**src/rtl/pc_fetch_gen.sv**
```systemverilog
// Fetch PC generator: outstanding-fetch address, valid/accept request, flush/branch/sequential selection.
// Define PC_FETCH_CNT_EN to add the fetch_cnt accepted-fetch counter output.
module pc_fetch_gen #(
  parameter int          WIDTH        = 32,
  parameter logic [31:0] RESET_VECTOR = 32'hBFC00000,
  parameter int          INC          = 4,
  parameter int          ALIGN_BITS   = 2
) (
  input  logic             clk,
  input  logic             rst,
  input  logic             stall,
  input  logic             flush,
  input  logic [WIDTH-1:0] flush_target,
  input  logic             branch_taken,
  input  logic [WIDTH-1:0] branch_target,
  input  logic             inst_addr_ok,
  output logic             inst_req,
  output logic [WIDTH-1:0] pc,
  output logic             adel
`ifdef PC_FETCH_CNT_EN
  ,
  output logic [31:0]      fetch_cnt
`endif
);

  typedef enum logic [1:0] {BOOT, RUN, PEND, ERR} state_e;

  state_e           state_q, state_d;
  logic [WIDTH-1:0] pc_q, pc_d;
  logic [WIDTH-1:0] pend_target_q, pend_target_d;
  logic             pend_valid_q, pend_valid_d;
  logic             adel_q, adel_d;
  logic             accept;

  // Loop form keeps ALIGN_BITS == 0 legal (check disabled).
  function automatic logic misaligned(input logic [WIDTH-1:0] a);
    logic m;
    m = 1'b0;
    for (int i = 0; i < ALIGN_BITS; i++) m = m | a[i];
    return m;
  endfunction

  assign inst_req = ((state_q == RUN) || (state_q == PEND)) && !stall && !flush;
  assign accept   = inst_req && inst_addr_ok;

  always_comb begin
    state_d       = state_q;
    pc_d          = pc_q;
    pend_target_d = pend_target_q;
    pend_valid_d  = pend_valid_q;
    if (flush) begin
      pc_d         = flush_target;
      pend_valid_d = 1'b0;
      state_d      = misaligned(flush_target) ? ERR : RUN;
    end else begin
      case (state_q)
        BOOT: state_d = RUN;
        RUN: begin
          // The current pc is the delay slot; the redirect waits for its accept.
          if (branch_taken && !accept) begin
            pend_target_d = branch_target;
            pend_valid_d  = 1'b1;
            state_d       = PEND;
          end else if (accept) begin
            pc_d    = branch_taken ? branch_target : pc_q + WIDTH'(INC);
            state_d = misaligned(pc_d) ? ERR : RUN;
          end
        end
        PEND: begin
          if (accept) begin
            pc_d         = pend_target_q;
            pend_valid_d = 1'b0;
            state_d      = misaligned(pend_target_q) ? ERR : RUN;
          end
        end
        default: state_d = state_q;
      endcase
    end
    adel_d = misaligned(pc_d);
  end

  always_ff @(posedge clk) begin
    if (rst) begin
      state_q      <= BOOT;
      pc_q         <= WIDTH'(RESET_VECTOR);
      pend_valid_q <= 1'b0;
      adel_q       <= 1'b0;
    end else begin
      state_q      <= state_d;
      pc_q         <= pc_d;
      pend_valid_q <= pend_valid_d;
      adel_q       <= adel_d;
    end
    pend_target_q <= pend_target_d;
  end

  assign pc   = pc_q;
  assign adel = adel_q;

`ifdef PC_FETCH_CNT_EN
  logic [31:0] fetch_cnt_q, fetch_cnt_d;

  assign fetch_cnt_d = accept ? fetch_cnt_q + 32'd1 : fetch_cnt_q;

  always_ff @(posedge clk) begin
    if (rst) fetch_cnt_q <= 32'd0;
    else     fetch_cnt_q <= fetch_cnt_d;
  end

  assign fetch_cnt = fetch_cnt_q;
`endif

endmodule

```
**config.mk**
```make
export PLATFORM = sky130hd
export DESIGN_NAME = pc_fetch_gen
export DESIGN_NICKNAME = d
export VERILOG_FILES = /design/src/rtl/pc_fetch_gen.sv
export SDC_FILE = /design/constraint.sdc
export NUM_CORES = 1
export LEC_CHECK = 0
export BUFFER_PORTS_ARGS = -buffer_cell sky130_fd_sc_hd__buf_2
export CAP_MARGIN = 20
export CORE_MARGIN = 4
export CORE_UTILIZATION = 30
export DETAILED_ROUTE_END_ITERATION = 8
export HOLD_SLACK_MARGIN = 0.1
export PLACE_DENSITY = 0.59
export SYNTH_ARGS = -nofsm -noshare
export SYNTH_HDL_FRONTEND = slang
export SYNTH_SLANG_ARGS = --single-unit
export TNS_END_PERCENT = 10
```
**constraint.sdc**
```tcl
create_clock -name clk -period 2.7 [get_ports clk]
set_clock_uncertainty 0.15 [all_clocks]
set_input_delay 0.135 -clock clk [delete_from_list [all_inputs] [get_ports clk]]
set_output_delay 0.135 -clock clk [all_outputs]
set_load 0.005 [all_outputs]
```
==> results of run 1 <==
worst paths after layout:
kind,start,endpoint,slack (ns),cells past startpoint
worst min-delay path,flush_target[11],pc[11],0.13,4
worst min register to register,pend_target_q[24],pc[24],0.32,2
worst max-delay path,pc[3],pc[30],0.25,6
worst max register to register,pc[3],pc[30],0.25,6
layer usage:
layer | vias up | wire length [µm] | GRT usage [%]
met5 | - | 0 | 0
met4 | 0 | 161 | 4.99
met3 | 15 | 805 | 5.05
met1 | 1747 | 5560 | 23.5
li1 | 1785 | - | -
met2 | 140 | 5540 | 27.9
flip-flops by register name, summed over array words and instances (netlist names):
signal         flops
pend_target_q     32
state_q            2
adel               1
pc                32
cells in the mapped netlist (9+ instances only):
cell / instances
a21oi_1: 19
edfxtp_1: 32
a31oi_1: 9
o21ai_0: 25
a221o_1: 10
a221oi_1: 12
xnor2_1: 12
nor2_1: 9
nand2b_1: 9
nand3_1: 10
a222oi_1: 11
dfxtp_1: 35
clkbuf_1: 23
inv_1: 11
nor4_1: 9
nand2_1: 34
power breakdown:
part	internal, mW	leakage (nW)	total [mW]	switching (mW)
sequential	1.14	0.582	1.21	0.0651
combinational	0.271	1.33	0.541	0.270
clock	0.735	0.145	1.16	0.428
layout make-up:
type / count / area [µm²] / area share, %
multi-input combinational: 266 / 1790 / 34.3
sequential: 67 / 1660 / 31.9
inverter: 11 / 41.3 / 0.793
timing repair buffer: 181 / 1240 / 23.9
clock inverter: 5 / 52.6 / 1.01
tap: 143 / 179 / 3.44
clock buffer: 11 / 243 / 4.66
worst register-to-register path, cell delays in order (launching register included):
cell     delay [ns]
dfxtp_1        0.40
ha_1           0.20
inv_1          0.05
or4_1          0.54
or4_1          0.56
or4_1          0.40
nand3_1        0.09
metrics by stage:
stage                     cell area, µm²  utilization (%)  cells  worst slack, ns
after floorplan                     3590                -    371            0.187
after global placement              4340             37.5    611            0.339
after detailed placement            4340             37.5    611            0.292
after CTS                           5210             45.0    684            0.262
after global routing                5210             45.0    684            0.111
final                               5210             45.0    684            0.255
cells by family after synthesis:
logic type | share of synthesized area (%)
flip-flops | 46.3
buffers and inverters | 4.08
AND/OR/NAND/NOR | 16.9
adder cells (fa/ha/maj) | 1.40
AO/OA/AOI/OAI | 25.2
XOR/XNOR | 4.88
multiplexers | 1.22
timing repair:
item | 4_1_cts | 5_1_grt
endpoints found under the hold margin | 59 | 0
hold buffers | 57 | 0
setup buffers | 0 | 0
==> flow_summary.toml, run 1 <==
[outcome]
outcome = "finished, final reports clean"

[timing]
fmax_ghz = 0.409
hold_violations = 0
drv_slew = 0
holdWs_ns = 0.133
setup_viol = 0
rsz0062_at_grt = "no"
fin_setup_tns_ns = 0
min_period_ns = 2.45
fin_crit_sh_pct = 90.6
slew-limit-headroom_pct = 58.3
tightest_slew_ns = 0.626

[power_and_ir_drop]
total_power_mw = 2.91
power_density_nw_per_um2 = 559
p_leak_nw = 2.06
ir_drop_mv = 0.324

[floorplan]
dieHeight_um = 117
dieWidth_um = 117
core_um2 = 11600
core.rowCount = 39
start_util_pct = 31.0
pin_count = 104
dieArea_um2 = 13800

[finish]
finalNetCount = 610
final_cell_mix = "buf_2 (103), dlygate4sd3_1 (57), dfxtp_1 (35)"
fill_cells = 1123
final_common_cell = "buf_2"
drive_gt1_share_pct = 27.7
num_antenna_cells = 0
area_growth_pct = 45.2

[route]
drt_wl_total_mm = 12.1
post_drt_wl_per_cell_um = 17.6
drc = 0
drt_iter0_markers = 309
vias_per_cell = 5.39
postRouteAntennaNets = 0
drt_pre_antenna_iters = 5
vias = 3687

[setup_path]
cp_slowest_cell = "or4_1"
cp_max_fo = 5
worst-path-buf-inv = 1
worst_setup_path_end_kind = "flip-flop"
cp.arrival_ns = 2.57
cp_top_family = "simple AND/OR/NAND/NOR gates"
slowest_delay_ns = 0.56
critPathRequiredTime_ns = 2.83
worstSetupStartpointType = "flip-flop"
crit_top_cell = "or4_1"
critical_path_class = "reg2reg"
worstPathCellList = "ha_1, inv_1, or4_1, or4_1, or4_1, nand3_1"

[yosys]
ys_seq_area_share_pct = 46.3
synth_warnings = 0
async_flop_share_pct = 0
netlist_area_um2 = 3590
ys.flop_type = "dfxtp_1"
synth-seq-cells = 67
syn_inst = 371
synth_area_leaders = "edfxtp_1 (27%), dfxtp_1 (20%), nand2_1 (3.6%)"
postSynthAreaPerCell_um2 = 9.67
ys_types = 52
netlist.area_leader.share_pct = 26.8
synth_nets = 445
post-synth-top-area-cell = "edfxtp_1"
synth-edff-count = 32

[global_route]
grt_pass1_wl_mm = 19.7
antenna_found_initial = 0
grt_max_degree = 28
grt_pass1_vias = 3677
track_usage_pct = 17.6
grt_remaining_overflow = 0

[clocking]
clkTransAtPathRegs_ns = 0.06
cts.root.buffer_cell = "clkbuf_16"
cts.path.max_buffers = 2
post_cts_resized = 0
htreeDepth = 3
cts_made_buffers = 9
clock_latency_ns = 0.33
clock-sinks = 67
cts_tree = "done"

[flow_run]
drv_cap = 0

[placed_design]
gp_congestion = 0.845
io_buffers = 103
dp_hpwl_mm = 8.71

[min_path]
worstHoldPathType = "in2reg"
Power figures use the tool's default switching activity.
==> inputs of run 2 (changes only) <==
--- a/config.mk
+++ b/config.mk
@@ -9,9 +9,11 @@
 export CAP_MARGIN = 20
 export CORE_MARGIN = 4
 export CORE_UTILIZATION = 30
+export CTS_BUF_LIST = sky130_fd_sc_hd__clkbuf_4
 export DETAILED_ROUTE_END_ITERATION = 8
 export HOLD_SLACK_MARGIN = 0.1
 export PLACE_DENSITY = 0.59
+export RECOVER_POWER = 25
 export SYNTH_ARGS = -nofsm -noshare
 export SYNTH_HDL_FRONTEND = slang
 export SYNTH_SLANG_ARGS = --single-unit
==> run 2 against run 1 <==
Compared with the run above: register-to-register slack hardly changed; die area stayed put; count of clock-buffer cells in the layout is 1 lower; combinational power hardly changed; design area is 2.4% lower; fmax hardly changed; critical path depth stayed put; sequential power hardly changed; sequential share of layout area is 0.77 points higher; worst hold slack better by 0.0045 ns; setup slack better by 0.0020 ns; non-clock buffer count is 8 higher; critical path type unchanged; critical endpoint unchanged.
==> flow_summary.toml, run 2 (synthesized netlist as in run 1, its figures left out) <==
[setup_path]
critPathRequiredTime_ns = 2.94
worstSetupStartpointType = "flip-flop"
cp.arrival_ns = 2.69
reg2reg_depth = 6
cp_max_fo = 5
worst_setup_path_end_kind = "flip-flop"
critical_path_class = "reg2reg"

[finish]
area_growth_pct = 41.8
drive_gt1_share_pct = 21.7
final_cell_mix = "buf_2 (72), dlygate4sd3_1 (65), dfxtp_1 (35)"
fin_cells = 692
num_antenna_cells = 0
finalNetCount = 618
fill_cells = 1159
final_common_cell = "buf_2"

[timing]
hold_violations = 0
drv_slew = 0
min_period_ns = 2.44
setup_viol = 0
fmax_ghz = 0.409
tightest_slew_ns = 0.620
holdWs_ns = 0.137
slew-limit-headroom_pct = 58.3
fin_setup_tns_ns = 0
fin_crit_sh_pct = 90.5
rsz0062_at_grt = "no"

[global_route]
track_usage_pct = 17.7
antenna_found_initial = 0
grt_pass1_wl_mm = 19.8
grt_max_degree = 28
grt_pass1_vias = 3740
grt_remaining_overflow = 0

[floorplan]
start_util_pct = 31.0
core.rowCount = 39
dieWidth_um = 117
core_um2 = 11600
pin_count = 104
dieArea_um2 = 13800
dieHeight_um = 117

[placed_design]
gp_congestion = 0.845
io_buffers = 103
place_inst = 611
dp_hpwl_mm = 8.71

[clocking]
htreeDepth = 3
cts.path.max_buffers = 2
clkTransAtPathRegs_ns = 0.13
cts_made_buffers = 9
cts.root.buffer_cell = "clkbuf_4"
clock-sinks = 67
clock_latency_ns = 0.44
cts_tree = "done"

[flow_run]
drv_cap = 0

[outcome]
outcome = "finished, final reports clean"

[route]
met3WireLength_um = 806
dr.max_layer_used = "met4"
drt_iter0_markers = 354
vias_per_cell = 5.36
postRouteAntennaNets = 0
drt_pre_antenna_iters = 7
drt-met1-wl_mm = 5.57
wl_met2_mm = 5.55
drc = 0
post_drt_wl_per_cell_um = 17.5
vias = 3710
drt_wl_total_mm = 12.1

[power_and_ir_drop]
total_power_mw = 2.40
power_density_nw_per_um2 = 472
ir_drop_mv = 0.227
p_leak_nw = 1.93

[min_path]
hold_path_depth = 5
worstHoldPathType = "in2reg"
[run 2: cell types whose count changed in the layout (fill, tap and decap cells not counted), sizes merged]
| cell | change |
|---|---|
| clkbuf | +30 |
| clkinv | +1 |
| buf | -31 |
| dlygate4sd3 | +8 |
[run 2: metrics by stage]
stage	util, %	cell area, µm²	setup slack [ns]
after floorplan	-	3590	0.187
after global placement	37.5	4340	0.339
after detailed placement	37.5	4340	0.292
after CTS	44.3	5120	0.264
after global routing	44.0	5080	0.0929
final	44.0	5080	0.257
[run 2: final timing paths]
| check | startpoint | endpoint | slack, ns |
|---|---|---|---|
| max reg2reg | pc[3] | pc[30] | 0.26 |
| max | pc[3] | pc[30] | 0.26 |
| min reg2reg | pend_target_q[31] | pc[31] | 0.33 |
| min | flush_target[21] | pc[21] | 0.14 |
[run 2: critical path, stage by stage (launching register included)]
cell and delay (ns):
dfxtp_1 0.42, ha_1 0.20, inv_1 0.05, or4_1 0.54, or4_1 0.56, or4_1 0.40
nand3_1 0.09
[run 2: metal layers]
metal / up-vias / track usage, %
li1: 1804 / -
met1: 1751 / 23.4
met2: 140 / 28.5
met3: 15 / 4.86
met4: 0 / 5.28
met5: - / 0
[run 2: area by class of cell]
class / count / area (µm²) / area share [%]
tap: 143 / 179 / 3.52
timing repair buffer: 189 / 1280 / 25.3
clock inverter: 6 / 56.3 / 1.11
sequential: 67 / 1660 / 32.7
clock buffer: 10 / 75.1 / 1.48
inverter: 11 / 41.3 / 0.812
multi-input combinational: 266 / 1790 / 35.1
[run 2: where the power goes]
group          switching (mW)  total, mW  leakage (nW)  internal [mW]
clock                   0.370      0.655        0.0736          0.285
combinational           0.271      0.543          1.28          0.272
sequential             0.0653       1.20         0.582           1.14
total                   0.707       2.40          1.93           1.70
[run 2: what timing repair did]
item                      4_1_cts  5_1_grt
setup buffers                   0        0
hold buffers                   65        0
resized for setup               0        0
hold endpoints to repair       66        0
